## src/rtl/uart_tx_arbiter_if.sv

```systemverilog
// Requester-side bus of the UART transmit arbiter: per-requester valid/data in,
// one-hot ready and frame-done pulses back.
interface uart_tx_arbiter_if #(
    parameter int NUM_REQ = 4
);
    logic [NUM_REQ-1:0]   req_valid;
    logic [8*NUM_REQ-1:0] req_data;
    logic [NUM_REQ-1:0]   req_ready;
    logic [NUM_REQ-1:0]   req_done;

    modport master (output req_valid, req_data, input req_ready, req_done);
    modport slave  (input req_valid, req_data, output req_ready, req_done);
endinterface

```

## src/rtl/uart_tx_arbiter.sv

```systemverilog
// Round-robin arbiter sharing one UART_tx among NUM_REQ byte requesters, with
// frame-done watchdog and inter-frame gap.
//
// state     | meaning
// ----------+-------------------------------------------------------------
// IDLE      | arbitrate; winner sees req_ready and its byte is latched
// START     | tx_start high for this one cycle, watchdog loaded
// WAIT_DONE | waiting for tx_done_tick, watchdog counting down
// GAP       | GAP_CYCLES idle cycles before the next arbitration
module uart_tx_arbiter #(
    parameter int NUM_REQ    = 4,
    parameter int GAP_CYCLES = 2,
    parameter int TIMEOUT    = 32
) (
    input  logic                       UART_clk,
    input  logic                       rst,
    uart_tx_arbiter_if.slave           req,
    output logic                       tx_start,
    output logic [7:0]                 tx_data,
    input  logic                       tx_done_tick,
    output logic [$clog2(NUM_REQ)-1:0] grant_id,
    output logic                       busy,
    output logic                       timeout_err
);
    localparam int GID_W    = $clog2(NUM_REQ);
    localparam int WD_W     = $clog2(TIMEOUT);
    localparam int GAP_LOAD = (GAP_CYCLES > 0) ? GAP_CYCLES - 1 : 0;

    typedef enum logic [1:0] {IDLE, START, WAIT_DONE, GAP} state_t;

    localparam state_t AFTER_FRAME = (GAP_CYCLES == 0) ? IDLE : GAP;

    state_t           state;
    logic [GID_W-1:0] last_grant;
    logic [GID_W-1:0] win_id;
    logic             win_found;
    logic [WD_W-1:0]  wd_cnt;
    logic [7:0]       gap_cnt;
    int               scan_idx;

    // Scan from the lowest priority (last_grant) up to the highest, so the
    // last hit is the requester closest after last_grant.
    always_comb begin
        win_found = 1'b0;
        win_id    = '0;
        scan_idx  = 0;
        for (int k = NUM_REQ; k >= 1; k--) begin
            scan_idx = int'(last_grant) + k;
            if (scan_idx >= NUM_REQ) begin
                scan_idx = scan_idx - NUM_REQ;
            end
            if (req.req_valid[scan_idx]) begin
                win_found = 1'b1;
                win_id    = GID_W'(scan_idx);
            end
        end
    end

    always_comb begin
        req.req_ready = '0;
        if (state == IDLE && win_found) begin
            req.req_ready[win_id] = 1'b1;
        end
    end

    assign busy = (state != IDLE);

    always_ff @(posedge UART_clk) begin
        if (rst) begin
            state        <= IDLE;
            tx_start     <= 1'b0;
            tx_data      <= '0;
            grant_id     <= '0;
            last_grant   <= GID_W'(NUM_REQ - 1);
            req.req_done <= '0;
            timeout_err  <= 1'b0;
            wd_cnt       <= '0;
            gap_cnt      <= '0;
        end else begin
            tx_start     <= 1'b0;
            req.req_done <= '0;
            timeout_err  <= 1'b0;
            case (state)
                IDLE: begin
                    if (win_found) begin
                        tx_data    <= req.req_data[8*win_id +: 8];
                        grant_id   <= win_id;
                        last_grant <= win_id;
                        tx_start   <= 1'b1;
                        state      <= START;
                    end
                end
                START: begin
                    wd_cnt <= WD_W'(TIMEOUT - 1);
                    state  <= WAIT_DONE;
                end
                WAIT_DONE: begin
                    // A done tick on the watchdog's last cycle still counts as done.
                    if (tx_done_tick) begin
                        req.req_done[grant_id] <= 1'b1;
                        gap_cnt                <= 8'(GAP_LOAD);
                        state                  <= AFTER_FRAME;
                    end else if (wd_cnt == '0) begin
                        timeout_err <= 1'b1;
                        gap_cnt     <= 8'(GAP_LOAD);
                        state       <= AFTER_FRAME;
                    end else begin
                        wd_cnt <= wd_cnt - 1'b1;
                    end
                end
                GAP: begin
                    if (gap_cnt == '0) begin
                        state <= IDLE;
                    end else begin
                        gap_cnt <= gap_cnt - 1'b1;
                    end
                end
                default: state <= IDLE;
            endcase
        end
    end
endmodule

```

## src/flat_wrapper.sv

```systemverilog
// flat-port wrapper written by rule: the top's interface ports become plain ports
module uart_tx_arbiter_flat 
#(
    parameter int NUM_REQ    = 4,
    parameter int GAP_CYCLES = 2,
    parameter int TIMEOUT    = 32
)
  (UART_clk, rst, tx_start, tx_data, tx_done_tick, grant_id, busy, timeout_err, req_req_valid, req_req_data, req_req_ready, req_req_done);
  uart_tx_arbiter_if #(.NUM_REQ(NUM_REQ)) req_i ();
  input  logic UART_clk;
  input  logic rst;
  output logic tx_start;
  output logic [7:0] tx_data;
  input  logic tx_done_tick;
  output logic [$clog2(NUM_REQ)-1:0] grant_id;
  output logic busy;
  output logic timeout_err;
  input wire logic [$bits(req_i.req_valid)-1:0] req_req_valid;
  input wire logic [$bits(req_i.req_data)-1:0] req_req_data;
  output wire logic [$bits(req_i.req_ready)-1:0] req_req_ready;
  output wire logic [$bits(req_i.req_done)-1:0] req_req_done;
  assign req_i.req_valid = req_req_valid;
  assign req_i.req_data = req_req_data;
  assign req_req_ready = req_i.req_ready;
  assign req_req_done = req_i.req_done;
  uart_tx_arbiter #(.NUM_REQ(NUM_REQ), .GAP_CYCLES(GAP_CYCLES), .TIMEOUT(TIMEOUT)) u_core (.UART_clk(UART_clk), .rst(rst), .req(req_i), .tx_start(tx_start), .tx_data(tx_data), .tx_done_tick(tx_done_tick), .grant_id(grant_id), .busy(busy), .timeout_err(timeout_err));
endmodule
```

## config.mk

```make
export PLATFORM = sky130hd
export DESIGN_NAME = uart_tx_arbiter_flat
export DESIGN_NICKNAME = d
export VERILOG_FILES = /design/src/rtl/uart_tx_arbiter_if.sv /design/src/rtl/uart_tx_arbiter.sv /design/src/flat_wrapper.sv
export SDC_FILE = /design/constraint.sdc
export NUM_CORES = 1
export LEC_CHECK = 0
export BUFFER_PORTS_ARGS = -buffer_cell sky130_fd_sc_hd__buf_2
export CAP_MARGIN = 5
export CELL_PAD_IN_SITES_DETAIL_PLACEMENT = 1
export CELL_PAD_IN_SITES_GLOBAL_PLACEMENT = 1
export CORE_AREA = 2 2 72 91
export DETAILED_ROUTE_END_ITERATION = 10
export DIE_AREA = 0 0 74 93
export PLACE_DENSITY_LB_ADDON = 0.1
export SLEW_MARGIN = 30
export SYNTH_ARGS = -nofsm -noshare
export SYNTH_HDL_FRONTEND = slang
export SYNTH_SLANG_ARGS = --single-unit
```

## constraint.sdc

```tcl
create_clock -name UART_clk -period 3.9 [get_ports UART_clk]
set_clock_uncertainty 0.05 [all_clocks]
set_input_delay 0.78 -clock UART_clk [delete_from_list [all_inputs] [get_ports UART_clk]]
set_output_delay 0.78 -clock UART_clk [all_outputs]
set_load 0.1 [all_outputs]
```

# Yosys cells after proc, flatten, opt, wreduce, memory -nomap -nowiden
# Cells that the tools add are included.
# W data, S select, Z words.
[totals]
elab_cells = 103
input_bits = 39
register_bits = 33
[op_classes]
muxes = 43
reduce_logical = 16
shift = 1
bitwise_logic = 3
eq_ne = 9
order_cmp = 12
addsub = 10
[op_table]
columns = ["cell", "count"]
rows = [
  ["$ge A32 B4 Y1 const B", 4],
  ["$lt A32 B4 Y1 const B", 4],
  ["$mux W32", 4],
  ["$sub A32 B4 Y32 const B", 4],
  ["$shiftx A32 B6 Y8", 1],
  ["$mux W8", 3],
  ["$mux W1", 16],
  ["$mux W2", 8],
  ["$pmux W8 S2", 1],
  ["$mux W5", 2],
  ["$pmux W5 S2", 1],
  ["$reduce_and A3 Y1", 3],
  ["$bmux W1 S2", 4],
  ["$logic_not A8 Y1", 1],
  ["$pmux W2 S4", 1],
  ["$sub A8 B1 Y8 const B", 1],
  ["$add A2 B2 Y3 const B", 2],
  ["$lt A2 B3 Y1 const B", 2],
  ["$ne A2 B2 Y1 const B", 3],
  ["$reduce_bool A2 Y1", 3],
  ["$reduce_or A3 Y1", 2],
  ["$logic_not A5 Y1", 1],
  ["$sub A5 B1 Y5 const B", 1],
  ["$add A2 B3 Y4 const B", 1],
  ["other kinds (13)", 21],
]

# Longest topological paths before layout
# Gate-level depths: netlist of the first run.
[logic_depth]
ltp_word = 15
ltp_mapped = 7
mapped_depth_nobuf = 7

# Worst setup path before layout of the first run
# Ideal clock, no wire load.
[synth_path]
path_kind = "input to output"
startpoint = "in req_req_valid[1]"
endpoint = "out req_req_ready[1]"
path_slack_ps = -448
required_time_ps = 3070
arrival_ps = 3518
n_path_buf = 1
stages = 5
path_cell_list = "nor2b_1 a21oi_1 o221a_2 buf_2 nor3_1"
[synth_via]
elab_chain_len = 12
word_cells_on_any_way = 27
[synth_lines]
columns = ["item", "line", "source"]
rows = [
  ["start: declaration", "flat_wrapper.sv:18", "input wire logic [$bits(req_i.req_valid)-1:0] req_req_valid;"],
  ["$bmux W1 S2", "uart_tx_arbiter.sv:52", "if (req.req_valid[scan_idx]) begin"],
  ["$mux W1 (not written as such) (2 in a row)", "uart_tx_arbiter.sv:52", ""],
  ["$mux W2 (4 in a row)", "uart_tx_arbiter.sv:52", ""],
  ["$lt A2 B3 Y1 (not written as such) or $ge A2 B1 Y1 (tied branches)", "uart_tx_arbiter.sv:62", "req.req_ready[win_id] = 1'b1;"],
  ["$logic_and A1 B1 Y1 (not written as such)", "uart_tx_arbiter.sv:62", ""],
  ["$mux W1 (not written as such)", "uart_tx_arbiter.sv:62", ""],
  ["$demux W1 S2", "--", ""],
  ["$mux W4 *", "uart_tx_arbiter.sv:61", "if (state == IDLE && win_found) begin"],
  ["end: declaration", "flat_wrapper.sv:20", "output wire logic [$bits(req_i.req_ready)-1:0] req_req_ready;"],
]
# Mark *: on every way between the ends. The rest lies on a longest branch, timed or not. The select of a mux whose other input is x is not followed.

# Worst setup path in the final report of the first run
[layout_path]
startpoint = "in req_req_valid[1]"
endpoint = "out req_req_ready[0]"
# Same word-level chain as after synthesis.

==> reports/results.ini, run 1 <==
[outcome]
outcome=finished, final reports clean

[logic_synthesis]
ys_top_cells_by_area=dfxtp_1, mux2i_1, ha_1
synth_top_cell_by_area=dfxtp_1
ys_seq_area_frac=0.380
synth_cell_types=38
ys.flop_type=dfxtp_1
ys_warn_count=0
syn_inst=188
synth-seq-cells=33
synth_edf_count=0
async_reset_ff_frac=0
syn-num-nets=234
yosysTopAreaCellShare=0.380
synth_area_per_cell_um2=9.24
mappedNetlistArea_um2=1740

[power_and_ir_drop]
combPwrFrac=0.575
netSwitchingFraction=0.517
powerDensity_nw_per_um2=1020
finalPower_mw=2.29
p_leak_nw=1.02
peakVddDrop_mv=0.394
power_switching_mw=1.19
p_clk_frac=0.169
p_seq_frac=0.256
intPower_mw=1.11

[routing]
drt-pass1-iter-count=4
ant_nets=0
wl_per_cell_um=13.5
drcViolationCount=0
vias=1576
drt-initial-drc-count=27
wirelength_mm=4.53
vias_per_cell=4.70

[sta]
worst_pin_slew_ns=0.508
maxSlewViolCount=0
grt_setup_unrepaired=false
timing.final.ws_setup_ns=0.714
fmax_mhz=314
min_period_over_period=0.817
tns_ns=0
finalSetupViolCount=0
relSlewSlack=0.658
fin_hold_ws_ns=0.441
hold_viol_final=0
fin_crit_ns=3.19

[grt]
grt_pass1_vias=1676
grt_pass1_wl_mm=7.55
grt_max_degree=26
grtUsageTotal=0.140
grt_overflow=0
antenna_found_initial=0

[layout]
fillers=736
stdcell_count=335
drive_gt1_frac=0.316
diodes=0
multi_input_area_um2=1010
fin_nets=295
final-seq-area_um2=661
areaGrowthSynthToFinish_pct=29.9

[floorplan]
die_h_um=93
die_width_um=74
rows=32
start_util=0.287
die_area_um2=6880
coreArea_um2=6050
io-pin-count=60

[placed_design]
place.gp.congestion=0.671
dp_slack_ns=0.707
place_inst=327
dp_hpwl_mm=3.49
io_buffers=59

[setup_path]
worst_setup_path_end_kind=output port
worstPathRequired_ns=3.07
worstPathArrival_ns=2.36
cp-start-kind=input port
crit_type=input port to output port
path_max_fanout=11
critPathMaxStageDelay_ns=0.44
cp_cell_sequence=buf_2 > nor2b_1 > a21oi_1 > o221a_2 > and2_1 > nor2b_1 > buf_2
cp_slowest_cell=buf_2
crit_family=buffers and inverters
crit_buf_inv=2

[clock_network]
clock_latency_ns=0.29
clkSinkCount=33
postCtsHoldBufs=0
htreeDepth=2
cts_setup_buffers=0
tritoncts=built
cts_resized=0
clockBufferDepth=2
clk_pin_slew_worst_paths_ns=0.07
cts_root_buf=clkbuf_8
cts_made_buffers=5

[hold_path]
hp-class=register to register

[job]
cap_violations=0

## worst reg2reg max path, stage by stage, from the launching register on
cell and delay [ns]:
dfxtp_1 0.33, inv_1 0.10, ha_1 0.31, nand2b_1 0.14, nor2_2 0.40, a221o_1 0.26
nor3_1 0.06, a211oi_1 0.23
## power groups by stage
stage | clock [mW] | combinational [mW] | sequential, mW
after global routing | 0.417 | 1.44 | 0.606
after global placement | 0 | 1.33 | 0.594
after detailed placement | 0 | 1.33 | 0.597
final | 0.389 | 1.32 | 0.587
after CTS | 0.404 | 1.34 | 0.590
after floorplan | 0 | 0.770 | 0.913
## kinds of logic (layout without fill, tap and decap cells)
group	Yosys count	count (layout)	share of synthesized area
AND/OR/NAND/NOR	71	71	0.248
adder cells (fa/ha/maj)	7	7	0.0504
AO/OA/AOI/OAI	32	32	0.129
XOR/XNOR	9	9	0.0454
multiplexers	18	18	0.104
flip-flops	33	33	0.380
buffers and inverters	18	80	0.0439
## worst paths after layout
check / end / from / slack, ns / cells after the start
worst max-delay path: req_req_ready[0] / req_req_valid[1] / 0.71 / 7
worst min-delay path: u_core.req.req_done[2] / u_core.grant_id[0] / 0.44 / 1
worst max register to register: u_core.state[0] / u_core.state[0] / 1.93 / 7
worst min register to register: u_core.req.req_done[2] / u_core.grant_id[0] / 0.44 / 1
## area by class of cell
type                    count  area share
multi-input cells         137       0.445
flip-flops and latches     33       0.293
repair buffers             61       0.137
well taps                  85      0.0471
clock buffers               5      0.0305
clock inverters             3      0.0288
inverters                  11      0.0183
## placed cells by master (no fill, tap or decap), types with 2 or more instances in the layout
master     count
nor4_2         2
buf_2         59
bufinv_16      2
nor3_1         9
o221ai_1       8
xnor2_1        8
nor2_1        19
inv_1         11
buf_4          2
ha_1           7
a211oi_1       4
o21ai_0        4
dfxtp_1       33
nand3_1        2
nor2b_1        2
clkbuf_8       5
a21oi_1       10
and3_1         2
mux2i_1       18
nand2_1        9
nand3b_1      10
nand2b_1       6
## registers in the layout, indices dropped and copies added, names as in the netlist
name,count
u_core.gap_cnt,8
u_core.tx_data,8
u_core.wd_cnt,5
u_core.req.req_done,4
u_core.grant_id,2
u_core.last_grant,2
u_core.state,2
u_core.timeout_err,1
u_core.tx_start,1
## stage by stage
| stage | util | instance area, µm² |
|---|---|---|
| 6_report | 0.374 | 2260 |
| 5_1_grt | 0.374 | 2260 |
| 4_1_cts | 0.374 | 2260 |
| 3_5_place_dp | 0.351 | 2120 |
| 3_3_place_gp | 0.351 | 2120 |
| 2_1_floorplan | - | 1740 |
## routing by layer
layer,vias to the layer above,wire (µm),track usage
met4,0,69,0.0500
met2,47,2330,0.265
met1,729,1840,0.144
li1,794,-,-
met3,6,289,0.0345
met5,-,0,0
## synth_stat cells, types with 2 or more instances
library cell,instances
a211oi_1,4
a21oi_1,10
and3_1,2
buf_2,3
clkbuf_1,2
dfxtp_1,33
ha_1,7
inv_1,11
mux2i_1,18
nand2_1,9
nand2b_1,6
nand3_1,2
nand3b_1,10
nor2_1,19
nor2b_1,2
nor3_1,10
nor4_2,2
o21ai_0,4
o221ai_1,8
xnor2_1,8
No activity file was read; power rests on OpenSTA's default activity.
==> run 2, diff against run 1 <==
--- a/config.mk
+++ b/config.mk
@@ -5,13 +5,14 @@
 export SDC_FILE = /design/constraint.sdc
 export NUM_CORES = 1
 export LEC_CHECK = 0
+export ABC_AREA = 1
 export BUFFER_PORTS_ARGS = -buffer_cell sky130_fd_sc_hd__buf_2
 export CAP_MARGIN = 5
 export CELL_PAD_IN_SITES_DETAIL_PLACEMENT = 1
 export CELL_PAD_IN_SITES_GLOBAL_PLACEMENT = 1
-export CORE_AREA = 2 2 72 91
+export CORE_AREA = 2 2 78 98
 export DETAILED_ROUTE_END_ITERATION = 10
-export DIE_AREA = 0 0 74 93
+export DIE_AREA = 0 0 80 100
 export PLACE_DENSITY_LB_ADDON = 0.1
 export SLEW_MARGIN = 30
 export SYNTH_ARGS = -nofsm -noshare
==> constraint.sdc (replaced) <==
create_clock -name UART_clk -period 2.6 [get_ports UART_clk]
set_clock_uncertainty 0.05 [all_clocks]
set_input_delay 0.52 -clock UART_clk [delete_from_list [all_inputs] [get_ports UART_clk]]
set_output_delay 0.52 -clock UART_clk [all_outputs]
set_load 0.1 [all_outputs]
==> run 2 against run 1 <==
  * Wire length up 27%
  * Hold slack worse by 0.059 ns
  * Core utilization down 0.13 points
  * Synthesized cell count up 54%
  * Cell area up 18%
  * First-iteration DRC count down 26%
  * Clock-buffer cell count up 2
==> reports/results.ini, run 2 <==
[floorplan]
die_width_um=80  ; +8.1%
coreArea_um2=7180  ; +19%
io-pin-count=60  ; unchanged
rows=35  ; +9.4%
die_area_um2=8000  ; +16%
die_h_um=100  ; +7.5%
start_util=0.287  ; -0.000525

[clock_network]
clk_pin_slew_worst_paths_ns=0.07  ; about the same
tritoncts=built
cts_made_buffers=5  ; unchanged
postCtsHoldBufs=0  ; unchanged
clkSinkCount=33  ; unchanged
clockBufferDepth=2  ; unchanged
cts_root_buf=clkbuf_8
clock_latency_ns=0.29  ; about the same
htreeDepth=2  ; unchanged

[layout]
areaGrowthSynthToFinish_pct=29.8
final_common_cell=buf_2
reg_top3=u_core.gap_cnt: 8 flops, u_core.tx_data: 8 flops, u_core.wd_cnt: 5 flops
fin_nets=403  ; +37%
fin_util=0.372  ; -0.00125
final_cell_mix=buf_2, nand2_1, nand3_1
diodes=0  ; unchanged
drive_gt1_frac=0.352  ; +0.0360

[setup_path]
ff2ff_setup_slack_ns=0.64  ; -1.29 ns
crit_buf_inv=3  ; +1
cp-start-kind=register
path_max_fanout=5  ; -6
critPathMaxStageDelay_ns=0.37  ; -0.07 ns
cp_cell_sequence=buf_4 > nand2_1 > o21ai_4 > nand2_2 > nand2_4 > nand2_4 > nand2_4 > nand2_8 > nand2_4 > inv_2 > nand2_2 > nor2_2 > buf_12
crit_path_frequent_cell=nand2_4
crit_type=register to output port
worst_setup_path_end_kind=output port
cp_slowest_cell=dfxtp_4
worstPathRequired_ns=2.03  ; -1.04 ns
crit_family=simple AND/OR/NAND/NOR gates
worstPathArrival_ns=1.93  ; -0.43 ns

[logic_synthesis]
synth_top_cell_by_area=dfxtp_1
synth_commonest_cells=nand2_1, nand3_1, dfxtp_1, inv_1, nor2_1
yosysMostFrequentCell=nand2_1
synth_area_per_cell_um2=7.11  ; -23%
synth_cell_types=33  ; -13%
ys_top_cells_by_area=dfxtp_1, nand3_1, nand2_1
ys_warn_count=0  ; unchanged
async_reset_ff_frac=0  ; unchanged
synth_edf_count=0  ; unchanged
mappedNetlistArea_um2=2060  ; +19%
syn_inst=290  ; +54%
syn-num-nets=336  ; +44%
ys.flop_type=dfxtp_1
ys_seq_area_frac=0.321  ; -0.0595
yosysTopAreaCellShare=0.321  ; -0.0595
synth-seq-cells=33  ; unchanged

[sta]
fin_crit_ns=2.50
finalSetupViolCount=0  ; unchanged
grt_setup_unrepaired=true
maxSlewViolCount=0  ; unchanged
fmax_mhz=401
worst_pin_slew_ns=0.483  ; -0.0252 ns
hold_viol_final=0  ; unchanged
min_period_over_period=0.960
timing.final.ws_setup_ns=0.103  ; -0.611 ns
relSlewSlack=0.675  ; +0.0170

[grt]
grt_pass1_wl_mm=10.1  ; +33%
grt_pass1_vias=2156  ; +29%
antenna_found_initial=0  ; unchanged
grt_max_degree=21  ; -19%
grt_overflow=0  ; unchanged
grtUsageTotal=0.157  ; +0.0167

[placed_design]
dp_hpwl_mm=4.63  ; +33%
io_buffers=59  ; unchanged
place.gp.congestion=0.718  ; +6.9%
dp_slack_ns=0.174  ; -0.533 ns

[routing]
drt-initial-drc-count=20  ; -26%
wirelength_mm=5.78  ; +27%
drt-pass1-iter-count=3  ; -1
drcViolationCount=0  ; unchanged
vias_per_cell=4.67  ; -0.80%
vias=2100  ; +33%
ant_nets=0  ; unchanged
wl_per_cell_um=12.8  ; -5.1%

[hold_path]
hp-class=input port to register

[outcome]
outcome=finished, final reports clean

[job]
cap_violations=0  ; unchanged

-- run 2: cell type report --
class	instances	area (µm²)
Fill cell	941	4510
Multi-Input combinational cell	211	1210
Sequential cell	33	666
Timing Repair Buffer	68	427
Inverter	38	150
Tap cell	92	115
Clock buffer	7	96.3
Clock inverter	1	5.00
-- run 2: worst paths after layout --
kind,cells past startpoint,endpoint,from
worst max-delay path,13,req_req_ready[1],u_core.last_grant[0]
worst min-delay path,2,u_core.timeout_err,tx_done_tick
worst max register to register,10,u_core.gap_cnt[4],u_core.state[0]
worst min register to register,2,u_core.wd_cnt[0],u_core.wd_cnt[0]
-- run 2: stage by stage --
stage | cells | hold WS, ns | setup TNS (ns) | instance area, µm²
after detailed placement | 440 | 0.418 | 0 | 2520
final | 450 | 0.382 | 0 | 2670
after CTS | 448 | 0.379 | 0 | 2620
after floorplan | 290 | 0.395 | -0.481 | 2070
after global placement | 440 | 0.406 | 0 | 2520
after global routing | 450 | 0.393 | -0.0242 | 2670
-- run 2: layer usage --
metal / vias to the layer above / track usage / routed length (µm)
li1: 1093 / - / -
met4: 0 / 0.0430 / 77
met2: 45 / 0.271 / 2820
met1: 956 / 0.191 / 2560
met5: - / 0 / 0
met3: 6 / 0.0405 / 319
-- run 2: what timing repair did --
item | in CTS | in global routing
gates resized for setup | 1 | 12
buffers inserted | 0 | 2
endpoints found under the setup margin | 4 | 4
pin swaps | 0 | 1
-- run 2: logic make-up (layout without fill, tap and decap cells) --
kind of cell	Yosys count	after routing	synth area share
DFF	33	33	0.321
buffers and inverters	46	114	0.109
xor gates and xnor gates	1	1	0.00425
and+or+nand+nor	156	156	0.396
AOI/OAI and AO/OA	47	47	0.127
adders and majority gates	7	7	0.0425
Power of run 2 is not shown: default switching activity piles up to over one toggle a cycle in this logic, so the estimate is an artifact.
